**config.mk**
```make
export PLATFORM = sky130hd
export DESIGN_NAME = freq_div_scheduler
export DESIGN_NICKNAME = d
export VERILOG_FILES = /design/src/rtl/freq_div_scheduler_pkg.sv /design/src/rtl/freq_div_scheduler_rr_arbiter.sv /design/src/rtl/freq_div_scheduler.sv
export SDC_FILE = /design/constraint.sdc
export NUM_CORES = 1
export LEC_CHECK = 0
export CAP_MARGIN = 10
export CORE_AREA = 2 2 158 160
export DETAILED_ROUTE_END_ITERATION = 12
export DIE_AREA = 0 0 160 162
export GPL_ROUTABILITY_DRIVEN = 1
export SETUP_SLACK_MARGIN = 0.5
export SLEW_MARGIN = 15
export SYNTH_ARGS = -nofsm -noshare
export SYNTH_HDL_FRONTEND = slang
export SYNTH_SLANG_ARGS = --single-unit
```
**constraint.sdc**
```tcl
create_clock -name clk -period 4.1 [get_ports clk]
set_clock_uncertainty 0.1 [all_clocks]
set_input_delay 0.82 -clock clk [delete_from_list [all_inputs] [get_ports clk]]
set_output_delay 0.82 -clock clk [all_outputs]
set_load 0.005 [all_outputs]
```
**src/rtl/freq_div_scheduler_pkg.sv**
```systemverilog
// Shared constants and the tag carried alongside each divide through the divider latency.
package freq_pkg;

  localparam int NUM_CH      = 4;
  localparam int DATA_W      = 32;
  localparam int DIV_LATENCY = 5;
  localparam int CH_W        = 3;  // wide enough for up to 8 channels

  localparam logic [DATA_W-1:0] DIV_ZERO_Q = '1;

  typedef struct packed {
    logic            valid;
    logic [CH_W-1:0] ch;
    logic            div0;
  } tag_t;

endpackage

```
**src/rtl/freq_div_scheduler_rr_arbiter.sv**
```systemverilog
// Round-robin arbiter: one-hot grant searched from the pointer, pointer moves past the winner.
module rr_arbiter
  import freq_pkg::*;
#(
  parameter int N = 4
) (
  input  logic            clk,
  input  logic            rst_n,
  input  logic [N-1:0]    req_i,
  output logic [N-1:0]    grant_o,
  output logic            grant_any_o,
  output logic [CH_W-1:0] grant_idx_o
);

  localparam int PTR_W = (N > 1) ? $clog2(N) : 1;

  logic [PTR_W-1:0] ptr_q, ptr_d;
  logic [PTR_W-1:0] gidx;
  logic [PTR_W-1:0] cand;
  logic             found;

  always_comb begin
    grant_o = '0;
    found   = 1'b0;
    gidx    = '0;
    cand    = '0;
    for (int i = 0; i < N; i++) begin
      cand = PTR_W'((int'(ptr_q) + i) % N);
      if (!found && req_i[cand]) begin
        found         = 1'b1;
        grant_o[cand] = 1'b1;
        gidx          = cand;
      end
    end
    ptr_d = ptr_q;
    if (found) begin
      ptr_d = (int'(gidx) == N - 1) ? '0 : gidx + 1'b1;
    end
  end

  assign grant_any_o = found;
  assign grant_idx_o = CH_W'(gidx);

  always_ff @(posedge clk or negedge rst_n) begin
    if (!rst_n) begin
      ptr_q <= '0;
    end else begin
      ptr_q <= ptr_d;
    end
  end

endmodule

```
**src/rtl/freq_div_scheduler.sv**
```systemverilog
// Shares one pipelined rounding divider among NUM_CH channels; a tag pipe matched to the
// divider latency steers each quotient back to the channel that issued it.
module freq_div_scheduler
  import freq_pkg::*;
#(
  parameter int NUM_CH      = freq_pkg::NUM_CH,
  parameter int DATA_W      = freq_pkg::DATA_W,
  parameter int DIV_LATENCY = freq_pkg::DIV_LATENCY
) (
  input  logic                     clk,
  input  logic                     rst_n,
  input  logic [NUM_CH-1:0]        req_valid,
  output logic [NUM_CH-1:0]        req_ready,
  input  logic [NUM_CH*DATA_W-1:0] req_dividend,
  input  logic [NUM_CH*DATA_W-1:0] req_divisor,
  output logic                     div_start,
  output logic [DATA_W-1:0]        div_dividend,
  output logic [DATA_W-1:0]        div_divisor,
  input  logic [DATA_W-1:0]        div_quotient,
  input  logic                     div_ready,
  output logic [NUM_CH-1:0]        rsp_valid,
  output logic [DATA_W-1:0]        rsp_quotient,
  output logic                     rsp_div0,
  output logic                     busy,
  output logic                     err_orphan
);

  logic [NUM_CH-1:0] eligible, grant;
  logic [NUM_CH-1:0] pending_q, pending_d;
  logic [NUM_CH-1:0] rsp_valid_q, rsp_valid_d;
  logic              grant_any;
  logic [CH_W-1:0]   grant_ch;
  logic [DATA_W-1:0] sel_dividend, sel_divisor;

  logic              div_start_q, div_start_d;
  logic [DATA_W-1:0] div_dividend_q, div_dividend_d;
  logic [DATA_W-1:0] div_divisor_q, div_divisor_d;
  tag_t              issue_tag_q, issue_tag_d;
  tag_t              tag_q [DIV_LATENCY];
  tag_t              tail;

  logic              rsp_hit;
  logic [DATA_W-1:0] rsp_quotient_q, rsp_quotient_d;
  logic              rsp_div0_q, rsp_div0_d;
  logic              err_orphan_q, err_orphan_d;

  // Gating with rst_n keeps req_ready low while reset is held, like every other output.
  assign eligible = req_valid & ~pending_q & {NUM_CH{rst_n}};

  rr_arbiter #(
    .N (NUM_CH)
  ) u_arb (
    .clk         (clk),
    .rst_n       (rst_n),
    .req_i       (eligible),
    .grant_o     (grant),
    .grant_any_o (grant_any),
    .grant_idx_o (grant_ch)
  );

  assign req_ready = grant;

  always_comb begin
    sel_dividend = '0;
    sel_divisor  = '0;
    for (int c = 0; c < NUM_CH; c++) begin
      if (grant[c]) begin
        sel_dividend = req_dividend[c*DATA_W +: DATA_W];
        sel_divisor  = req_divisor[c*DATA_W +: DATA_W];
      end
    end
  end

  always_comb begin
    div_start_d    = grant_any;
    div_dividend_d = div_dividend_q;
    div_divisor_d  = div_divisor_q;
    issue_tag_d    = '0;
    if (grant_any) begin
      div_dividend_d    = sel_dividend;
      div_divisor_d     = sel_divisor;
      issue_tag_d.valid = 1'b1;
      issue_tag_d.ch    = grant_ch;
      issue_tag_d.div0  = (sel_divisor == '0);
    end
  end

  // The tail stage lines up with div_ready for the operation issued DIV_LATENCY cycles earlier.
  assign tail    = tag_q[DIV_LATENCY-1];
  assign rsp_hit = div_ready & tail.valid;

  for (genvar gi = 0; gi < NUM_CH; gi++) begin : g_rsp
    assign rsp_valid_d[gi] = rsp_hit & (tail.ch == CH_W'(gi));
  end

  always_comb begin
    rsp_quotient_d = rsp_quotient_q;
    rsp_div0_d     = rsp_div0_q;
    if (rsp_hit) begin
      rsp_quotient_d = div_quotient;
      rsp_div0_d     = tail.div0;
    end
    err_orphan_d = err_orphan_q | (div_ready ^ tail.valid);
    pending_d    = (pending_q & ~rsp_valid_q) | grant;
  end

  always_ff @(posedge clk or negedge rst_n) begin
    if (!rst_n) begin
      pending_q      <= '0;
      div_start_q    <= 1'b0;
      div_dividend_q <= '0;
      div_divisor_q  <= '0;
      issue_tag_q    <= '0;
      for (int i = 0; i < DIV_LATENCY; i++) begin
        tag_q[i] <= '0;
      end
      rsp_valid_q    <= '0;
      rsp_quotient_q <= '0;
      rsp_div0_q     <= 1'b0;
      err_orphan_q   <= 1'b0;
    end else begin
      pending_q      <= pending_d;
      div_start_q    <= div_start_d;
      div_dividend_q <= div_dividend_d;
      div_divisor_q  <= div_divisor_d;
      issue_tag_q    <= issue_tag_d;
      tag_q[0]       <= issue_tag_q;
      for (int i = 1; i < DIV_LATENCY; i++) begin
        tag_q[i] <= tag_q[i-1];
      end
      rsp_valid_q    <= rsp_valid_d;
      rsp_quotient_q <= rsp_quotient_d;
      rsp_div0_q     <= rsp_div0_d;
      err_orphan_q   <= err_orphan_d;
    end
  end

  assign div_start    = div_start_q;
  assign div_dividend = div_dividend_q;
  assign div_divisor  = div_divisor_q;
  assign rsp_valid    = rsp_valid_q;
  assign rsp_quotient = rsp_quotient_q;
  assign rsp_div0     = rsp_div0_q;
  assign busy         = |pending_q;
  assign err_orphan   = err_orphan_q;

endmodule
```
==> metrics.txt <==
combinational power share 0.558; placed inst area 0.0117 mm²; RSZ-0062 raised after global routing yes; Post-Place Cells 1,405; Seq pwr share 0.253; CTS H-tree depth 4; Net Count, Synth 955; count of input and output buffers 402; Fin. Hold Viols 0; register area share after synthesis 0.488; EDFF count, synth 0; asr flop ratio synth 1.00; Clock Sinks 132; Worst Path Arrival 3.80 ns; final setup fails 0; cts-stage hold buffer count 0; DIE WIDTH 160 µm; # IOs 403; Clock Path Buffers 2; DPL Wire Length 22,800 µm; switching power 2.98 mW; top cells by area, synth dfrtp_1, mux2_2, a221o_1; routed wire length 30,000 µm; Die Ht 162 µm; worst-margin pin slew 0.729 ns; first-pass GRT wire length 44,400 µm; P per Cell Area 672 mW/mm²; largest net degree at the start of global routing 58; Worst setup EP type flop; RR Endpoint issue_tag_q[0]; Setup WS post-layout 0.542 ns; syn avg cell area 10.4 µm²; core area 0.0241 mm²; vias 7,425; final core area utilization 0.530; yosys warns 0; Worst Path Max Fanout 17; required time of the critical path 4.34 ns; Routed Antenna Nets 0; Peak VDD IR 0.291 mV; CTS buffer count 17; final period utilization 0.868; Initial Util 0.281; Post-Route Setup TNS 0 ns; top cells by count, synth dfrtp_1, o21ai_0, clkbuf_1; drt first pass iters 5; Critical R2R Launch u_arb.ptr_q[0]; hold depth 0; finished layout cell area 0.0128 mm²; WL per Instance 20.6 µm; Net count, final 1,421; worst hold-check path type flop to flop; Placer Congestion 0.914; CTS tree built; fmax 281 MHz; Total GRT Usage 0.223; Synth area leader dfrtp_1; initial drt markers 438; clock root buffer clkbuf_16; total power draw 8.58 mW; WHS 0.244 ns; maxcap violations 0; top-count cell post-synth dfrtp_1; Synth cell types 54; initial antenna violation count 1; reg2reg setup slack 0.55 ns; area of the die 0.0259 mm²; critical path class input pin to flop; Area Overhead vs Synth 88.8%; Non-Filler Instances 1,456; Yosys top cell area share 0.488; ys flop type dfrtp_1; vias in the first global route 7,693; cell area after synthesis 0.00676 mm²; r2r worst-path depth 14; Clock transition at path regs 0.06 ns; Internal Power 5.60 mW; Place WS -0.372 ns; Slew headroom 0.514; Hold EP tag_q[15]; clk_lat worst skew 0.42 ns; Hold Path Origin tag_q[20]; leak pwr 5.38 nW; Max Slew Vio Count 0; Vias per Instance 5.10; share of layout cells above drive strength 1 0.206; #FFs+latches synth 132; cell count after synthesis 652; shortest period the worst path allows 3.56 ns; crit path launch type input pin; DRC violations left 0; Switching Fraction 0.348; GR Overflow Total 0; status finished clean; # rows 57; clock power share 0.189
worst max-delay path, stage by stage:
cell	delay, ns
buf_6	0.13
nor4bb_4	0.18
a311o_1	0.32
and2_4	0.19
a22o_1	0.26
a211oi_4	0.29
clkinv_2	0.15
buf_4	0.17
nor2_2	0.32
a221oi_2	0.16
nor4_1	0.34
buf_4	0.18
nand4_1	0.10
nor3_1	0.19
cells by family (layout without fill, tap and decap cells):
logic type	after synthesis	count (layout)	synth area share
buf+inv	94	572	0.0546
simple gates	129	130	0.105
flops	132	132	0.488
compound gates	255	255	0.281
other cells	0	1	0
mux	34	34	0.0566
fa+ha+maj	8	8	0.0148
sequential cells by signal, summed over array words and instances (netlist names):
register,flops
rsp_valid,4
issue_tag_q,3
div_start,1
u_arb.ptr_q,2
tag_q,20
div_divisor,32
div_dividend,32
err_orphan,1
rsp_div0,1
rsp_quotient,32
pending_q,4
cell usage in the layout, fill, tap and decap left out, types with 4 or more instances in the layout:
master / instances
and3_1: 4
a221oi_1: 19
inv_6: 5
nor2_1: 32
buf_4: 86
o211ai_1: 4
nor3_2: 4
nand3_1: 29
nand2b_1: 5
nand4_1: 7
a21oi_1: 6
and2_4: 4
nand2_1: 8
buf_12: 8
o21ai_0: 70
ha_1: 7
a21o_1: 29
a221o_1: 35
a211oi_4: 4
mux2_2: 34
clkdlybuf4s50_1: 393
a221oi_2: 10
a211oi_2: 8
a22oi_1: 33
clkbuf_16: 18
buf_6: 6
dfrtp_1: 131
a211oi_1: 18
nor3_1: 4
inv_1: 34
routing by layer:
layer / vias up / share of wire / track usage
li1: 3435 / - / -
met1: 3634 / 0.41 / 0.271
met2: 307 / 0.49 / 0.381
met3: 49 / 0.066 / 0.0559
met4: 0 / 0.030 / 0.0897
met5: - / 0 / 0
cell type report:
cell class | instances | area, µm²
multi-input cells | 427 | 3380
well taps | 324 | 405
diodes | 1 | 2.50
flip-flops and latches | 132 | 3300
repair buffers | 502 | 4890
inverters | 38 | 163
clock inverters | 14 | 195
clock buffers | 18 | 429
fillers | 2217 | 11300
what timing repair did:
item	in CTS	in global routing
pin swaps	13	23
setup endpoints to repair	69	10
resized for setup	51	46
setup buffers	10	6
gates cloned	1	1
worst max path at each step:
stage	endpoint	slack, ns	from
after floorplan	req_ready[1]	0.55	u_arb.ptr_q[0]
after global placement	issue_tag_q[0]	-0.34	req_valid[0]
after detailed placement	issue_tag_q[0]	-0.37	req_valid[0]
after global routing	issue_tag_q[0]	0.41	u_arb.ptr_q[0]
final	issue_tag_q[0]	0.54	rst_n
after CTS	req_ready[3]	0.49	u_arb.ptr_q[0]
power by group through the flow:
stage	registers (mW)	clock network [mW]	logic, mW
final	2.17	1.62	4.79
after global routing	2.24	1.72	5.16
after CTS	2.18	1.66	4.56
after detailed placement	2.18	0	4.41
after global placement	2.17	0	4.37
after floorplan	2.17	0	1.88
Power figures use the tool's default switching activity.
